[config.mk]
export PLATFORM = sky130hd
export DESIGN_NAME = stopwatch_ctrl
export DESIGN_NICKNAME = d
export VERILOG_FILES = /design/src/rtl/stopwatch_ctrl.sv
export SDC_FILE = /design/constraint.sdc
export NUM_CORES = 1
export LEC_CHECK = 0
export BUFFER_PORTS_ARGS = -buffer_cell sky130_fd_sc_hd__buf_2
export CAP_MARGIN = 15
export CORE_MARGIN = 3
export CORE_UTILIZATION = 30
export CTS_BUF_LIST = sky130_fd_sc_hd__clkbuf_8
export DETAILED_ROUTE_END_ITERATION = 8
export GPL_TIMING_DRIVEN = 0
export HOLD_SLACK_MARGIN = 0.05
export PLACE_DENSITY_LB_ADDON = 0.05
export SETUP_SLACK_MARGIN = 0.05
export SYNTH_ARGS = -nofsm -noshare
export SYNTH_HDL_FRONTEND = slang
export SYNTH_SLANG_ARGS = --single-unit
[constraint.sdc]
create_clock -name clk -period 1.5 [get_ports clk]
set_input_delay 0.3 -clock clk [delete_from_list [all_inputs] [get_ports clk]]
set_output_delay 0.3 -clock clk [all_outputs]
set_load 0.1 [all_outputs]
[src/rtl/stopwatch_ctrl.sv]
// Run/pause/adjust sequencer for the stopwatch seconds/minutes counters.
// Debounces start/clear, runs the STOP/RUN/PAUSE/ADJ/DONE machine and drives registered enables.
module stopwatch_ctrl #(
    parameter int DEB_SAMPLES = 4,
    parameter int DEB_W       = 3
) (
    input  logic clk,
    input  logic rst,
    input  logic tick_1hz,
    input  logic tick_2hz,
    input  logic tick_500hz,
    input  logic btn_start,
    input  logic btn_clear,
    input  logic sw_adj,
    input  logic sw_sel,
    input  logic sw_down,
    input  logic sec_term,
    input  logic at_zero,
    output logic sec_en,
    output logic min_en,
    output logic cnt_clr,
    output logic back,
    output logic running,
    output logic done_blink
);

    typedef enum logic [2:0] {
        ST_STOP,
        ST_RUN,
        ST_PAUSE,
        ST_ADJ,
        ST_DONE
    } state_t;

    // Index 0 = start button, index 1 = clear button.
    logic [1:0]            btn_raw;
    logic [1:0]            sync1_q, sync2_q;
    logic [1:0]            level_q, level_d;
    logic [1:0]            evt_q, evt_d;
    logic [1:0][DEB_W-1:0] cnt_q, cnt_d;

    assign btn_raw = {btn_clear, btn_start};

    always_comb begin
        level_d = level_q;
        cnt_d   = cnt_q;
        evt_d   = '0;
        for (int i = 0; i < 2; i++) begin
            if (tick_500hz) begin
                if (sync2_q[i] != level_q[i]) begin
                    if (cnt_q[i] == DEB_W'(DEB_SAMPLES - 1)) begin
                        level_d[i] = ~level_q[i];
                        cnt_d[i]   = '0;
                        evt_d[i]   = ~level_q[i];
                    end else begin
                        cnt_d[i] = cnt_q[i] + DEB_W'(1);
                    end
                end else begin
                    cnt_d[i] = '0;
                end
            end
        end
    end

    always_ff @(posedge clk or posedge rst) begin
        if (rst) begin
            sync1_q <= '0;
            sync2_q <= '0;
            level_q <= '0;
            cnt_q   <= '0;
            evt_q   <= '0;
        end else begin
            sync1_q <= btn_raw;
            sync2_q <= sync1_q;
            level_q <= level_d;
            cnt_q   <= cnt_d;
            evt_q   <= evt_d;
        end
    end

    logic   start_evt, clear_evt;
    state_t state_q, state_d;
    logic   sec_en_q, sec_en_d, min_en_q, min_en_d, cnt_clr_q, cnt_clr_d;
    logic   back_q, back_d, running_q, running_d, blink_q, blink_d;

    assign start_evt = evt_q[0];
    assign clear_evt = evt_q[1];

    always_ff @(posedge clk or posedge rst) begin
        if (rst) begin
            state_q   <= ST_STOP;
            sec_en_q  <= 1'b0;
            min_en_q  <= 1'b0;
            cnt_clr_q <= 1'b0;
            back_q    <= 1'b0;
            running_q <= 1'b0;
            blink_q   <= 1'b0;
        end else begin
            state_q   <= state_d;
            sec_en_q  <= sec_en_d;
            min_en_q  <= min_en_d;
            cnt_clr_q <= cnt_clr_d;
            back_q    <= back_d;
            running_q <= running_d;
            blink_q   <= blink_d;
        end
    end

    always_comb begin
        state_d = state_q;
        if (clear_evt) begin
            state_d = ST_STOP;
        end else begin
            unique case (state_q)
                ST_STOP:  if (start_evt) state_d = ST_RUN;
                          else if (sw_adj) state_d = ST_ADJ;
                ST_RUN:   if (start_evt) state_d = ST_PAUSE;
                          else if (back_q && at_zero && tick_1hz) state_d = ST_DONE;
                ST_PAUSE: if (start_evt) state_d = ST_RUN;
                          else if (sw_adj) state_d = ST_ADJ;
                ST_ADJ:   if (!sw_adj) state_d = ST_PAUSE;
                ST_DONE:  state_d = ST_DONE;
                default:  state_d = ST_STOP;
            endcase
        end
    end

    // NOTE: outputs decode state_d so a tick landing on a transition sees the new state.
    always_comb begin
        sec_en_d  = 1'b0;
        min_en_d  = 1'b0;
        cnt_clr_d = clear_evt;
        running_d = (state_d == ST_RUN);
        blink_d   = 1'b0;
        back_d    = back_q;
        if (state_q == ST_STOP || state_q == ST_PAUSE || state_q == ST_ADJ) begin
            back_d = sw_down;
        end
        unique case (state_d)
            ST_RUN: begin
                sec_en_d = tick_1hz;
                min_en_d = tick_1hz & sec_term;
            end
            ST_ADJ: begin
                sec_en_d = tick_2hz & ~sw_sel;
                min_en_d = tick_2hz & sw_sel;
            end
            ST_DONE: blink_d = (state_q != ST_DONE) ? 1'b1 : (blink_q ^ tick_2hz);
            default: ;
        endcase
    end

    assign sec_en     = sec_en_q;
    assign min_en     = min_en_q;
    assign cnt_clr    = cnt_clr_q;
    assign back       = back_q;
    assign running    = running_q;
    assign done_blink = blink_q;

endmodule

==> results.py <==
metrics = {
    "worst_setup_path": {
        "start_kind": "register",
        "critPathMaxFanout": 4,
        "crit_chain": "buf_2",
        "cp_num_buf_inv": 1,
        "cp_slowest_cell": "buf_2",
        "timing.rr.end": "min_en",
        "max_stage_delay_ns": 0.43,
        "cp-startpoint": "back",
        "required_ns": 1.20,
        "worstReg2RegStart": "state_q[0]",
        "critPathCaptureType": "output pin",
        "cp.depth": 1,
        "r2r_cells": 4,
        "crit_arrival_ns": 1.08,
        "crit_end": "back",
        "reg2reg_slack_ns": 0.15,
        "critPathTopFamily": "buffers and inverters",
        "crit_type": "register to output pin",
    },
    "clocking": {
        "insertion_delay_ns": 0.26,
        "cts_root_buf": "clkbuf_8",
        "cts.sinks": 23,
        "holdBufCountCts": 0,
        "cts_max_level": 1,
        "clkTransAtPathRegs_ns": 0.08,
        "cts_buffers": 3,
        "cts.path.max_buffers": 2,
        "cts_tree": "built",
    },
    "die": {
        "io_pins": 18,
        "fp.dieW_um": 62.9,
        "coreArea_sq_um": 3080,
        "fp-row-count": 20,
        "initial_core_util": 0.315,
        "die_y_um": 62.9,
        "die_area_sq_um": 3960,
    },
    "grt": {
        "track_usage": 0.0922,
        "grt_antenna_before_repair": 0,
        "grt_overflow_total": 0,
        "grt_pass1_wl_um": 2790,
        "grt_max_degree": 24,
        "grt_pass1_vias": 622,
    },
    "logic_synthesis": {
        "synth_ff_type": "dfrtp_1",
        "synth_top_area_cell": "dfrtp_1",
        "netlist_instances": 83,
        "synthTopCellsByCount": "dfrtp_1 (23), inv_1 (8), nand3_1 (5), nor2_1 (5)",
        "synth_area_sq_um": 971,
        "syn_nets": 97,
        "synth_top_area_frac": 0.593,
        "synth_edf_count": 0,
        "synth_area_per_cell_sq_um": 11.7,
        "ys_warn_count": 0,
        "ys_seq_elements": 23,
        "ys_async_sr_fraction": 1.00,
        "yosysSeqAreaShare": 0.593,
        "ys_types": 25,
        "yosysMostFrequentCell": "dfrtp_1",
        "synth_area_leaders": "dfrtp_1 (59%), mux2_2 (4.6%), inv_1 (3.1%), ha_1 (2.6%), nand3_1 (2.6%)",
    },
    "detailed_routing": {
        "ant_nets": 0,
        "via_count": 648,
        "via_per_inst": 4.35,
        "routedWlPerCell_um": 11.3,
        "wirelength_um": 1680,
        "drcViolationCount": 0,
        "drt-initial-drc-count": 27,
        "firstDrtPassIters": 2,
    },
    "power": {
        "power.density_nw_per_um2": 1690,
        "power.total_mw": 2.00,
        "ir_drop_mv": 0.664,
        "power_leakage_nw": 0.558,
    },
    "finish": {
        "fin_nets": 120,
        "fin_cells": 149,
        "multi_input_area_sq_um": 375,
        "drive_above_1_share": 0.314,
        "final_cell_area_sq_um": 1180,
        "nFillCells": 317,
        "area_growth_pct": 22.0,
        "regArea_sq_um": 578,
        "diodes": 0,
    },
    "flow_run": {
        "drv_cap": 0,
    },
    "placement": {
        "place_area_sq_um": 1110,
        "dp_hpwl_um": 1280,
        "gp_congestion": 0.716,
        "port_buffers": 17,
        "dp.cells": 144,
    },
    "timing": {
        "fin_crit_ns": 1.38,
        "setup_viol": 0,
        "rsz0062_at_grt": "yes",
        "finalHoldViolations": 0,
        "slew_viol_final": 0,
        "tightestPinTransition_ns": 0.846,
        "max_freq_mhz": 727,
        "relSlewSlack": 0.435,
        "period_share": 0.917,
        "final.setup.tns_ns": 0,
        "fin_worst_skew_ns": 0.00245,
    },
    "status": {
        "status": "completed",
    },
    "hold_path": {
        "hold_class": "input port to register",
    },
}
-- layer usage --
layer | GRT usage | vias up | wire length [um]
met3 | 0.0396 | 4 | 63
met2 | 0.140 | 7 | 809
met1 | 0.113 | 311 | 777
met5 | 0 | - | 0
li1 | - | 326 | -
met4 | 0.0413 | 0 | 27
-- registers in the layout, summed over array words and instances, names as in the netlist --
name,flops
back,1
cnt_clr,1
cnt_q,6
done_blink,1
evt_q,2
level_q,2
min_en,1
running,1
sec_en,1
state_q,3
sync1_q,2
sync2_q,2
-- report_power, final --
| part | switching, mW | leakage (nW) | internal [mW] |
|---|---|---|---|
| registers | 0.0998 | 0.291 | 0.758 |
| clock network | 0.202 | 0.0217 | 0.188 |
| logic | 0.479 | 0.245 | 0.272 |
-- worst min-delay path by stage --
stage / start / to / cells after the start
2_1_floorplan: rst / cnt_clr / 1
3_3_place_gp: sync1_q[0] / sync2_q[0] / 0
3_5_place_dp: sync1_q[0] / sync2_q[0] / 0
4_1_cts: btn_clear / sync1_q[1] / 1
5_1_grt: btn_clear / sync1_q[1] / 1
6_report: btn_clear / sync1_q[1] / 1
-- area by class of cell --
type	instances	share of cell area
tap	44	0.0465
clock inverter	1	0.00634
inverter	8	0.0253
buffer	1	0.00422
sequential	23	0.488
timing repair buffer	18	0.0781
multi-input combinational	51	0.317
clock buffer	3	0.0348
-- cell usage in the layout, fill, tap and decap left out, types with 2 or more instances in the layout --
cell and n:
mux2_2 4, nor3b_1 2, nand3_1 5, nand2_1 3, a21oi_1 3, clkbuf_8 3
o22ai_1 3, xnor2_1 2, inv_1 8, buf_2 18, dfrtp_1 21, o21a_1 3
nand2b_1 3, dfrtp_2 2, and2_1 3, nor2_1 5, nand3b_1 3, ha_1 2
-- repair_timing --
item | in CTS | in global routing
resized for setup | 0 | 3
endpoints found under the setup margin | 0 | 2
buffers inserted | 0 | 1
-- cell families (layout without fill, tap and decap cells) --
family                     Yosys count  after routing  share of synthesized area
and+or+nand+nor                     26             26                      0.156
buffers and inverters                9             31                     0.0361
AOI/OAI and AO/OA                   16             16                      0.116
DFF                                 23             23                      0.593
muxes                                4              4                     0.0464
adders and majority gates            2              2                     0.0258
xor gates and xnor gates             3              3                     0.0271
-- metrics by stage --
| step | setup WS, ns | hold slack [ns] | utilization |
|---|---|---|---|
| after global routing | 0.0468 | 0.120 | 0.385 |
| after detailed placement | 0.0862 | 0.337 | 0.361 |
| after CTS | 0.0778 | 0.121 | 0.377 |
| after floorplan | 0.145 | 0.302 | - |
| final | 0.125 | 0.134 | 0.385 |
| after global placement | 0.127 | 0.340 | 0.361 |
(Power assumes the default switching activity.)
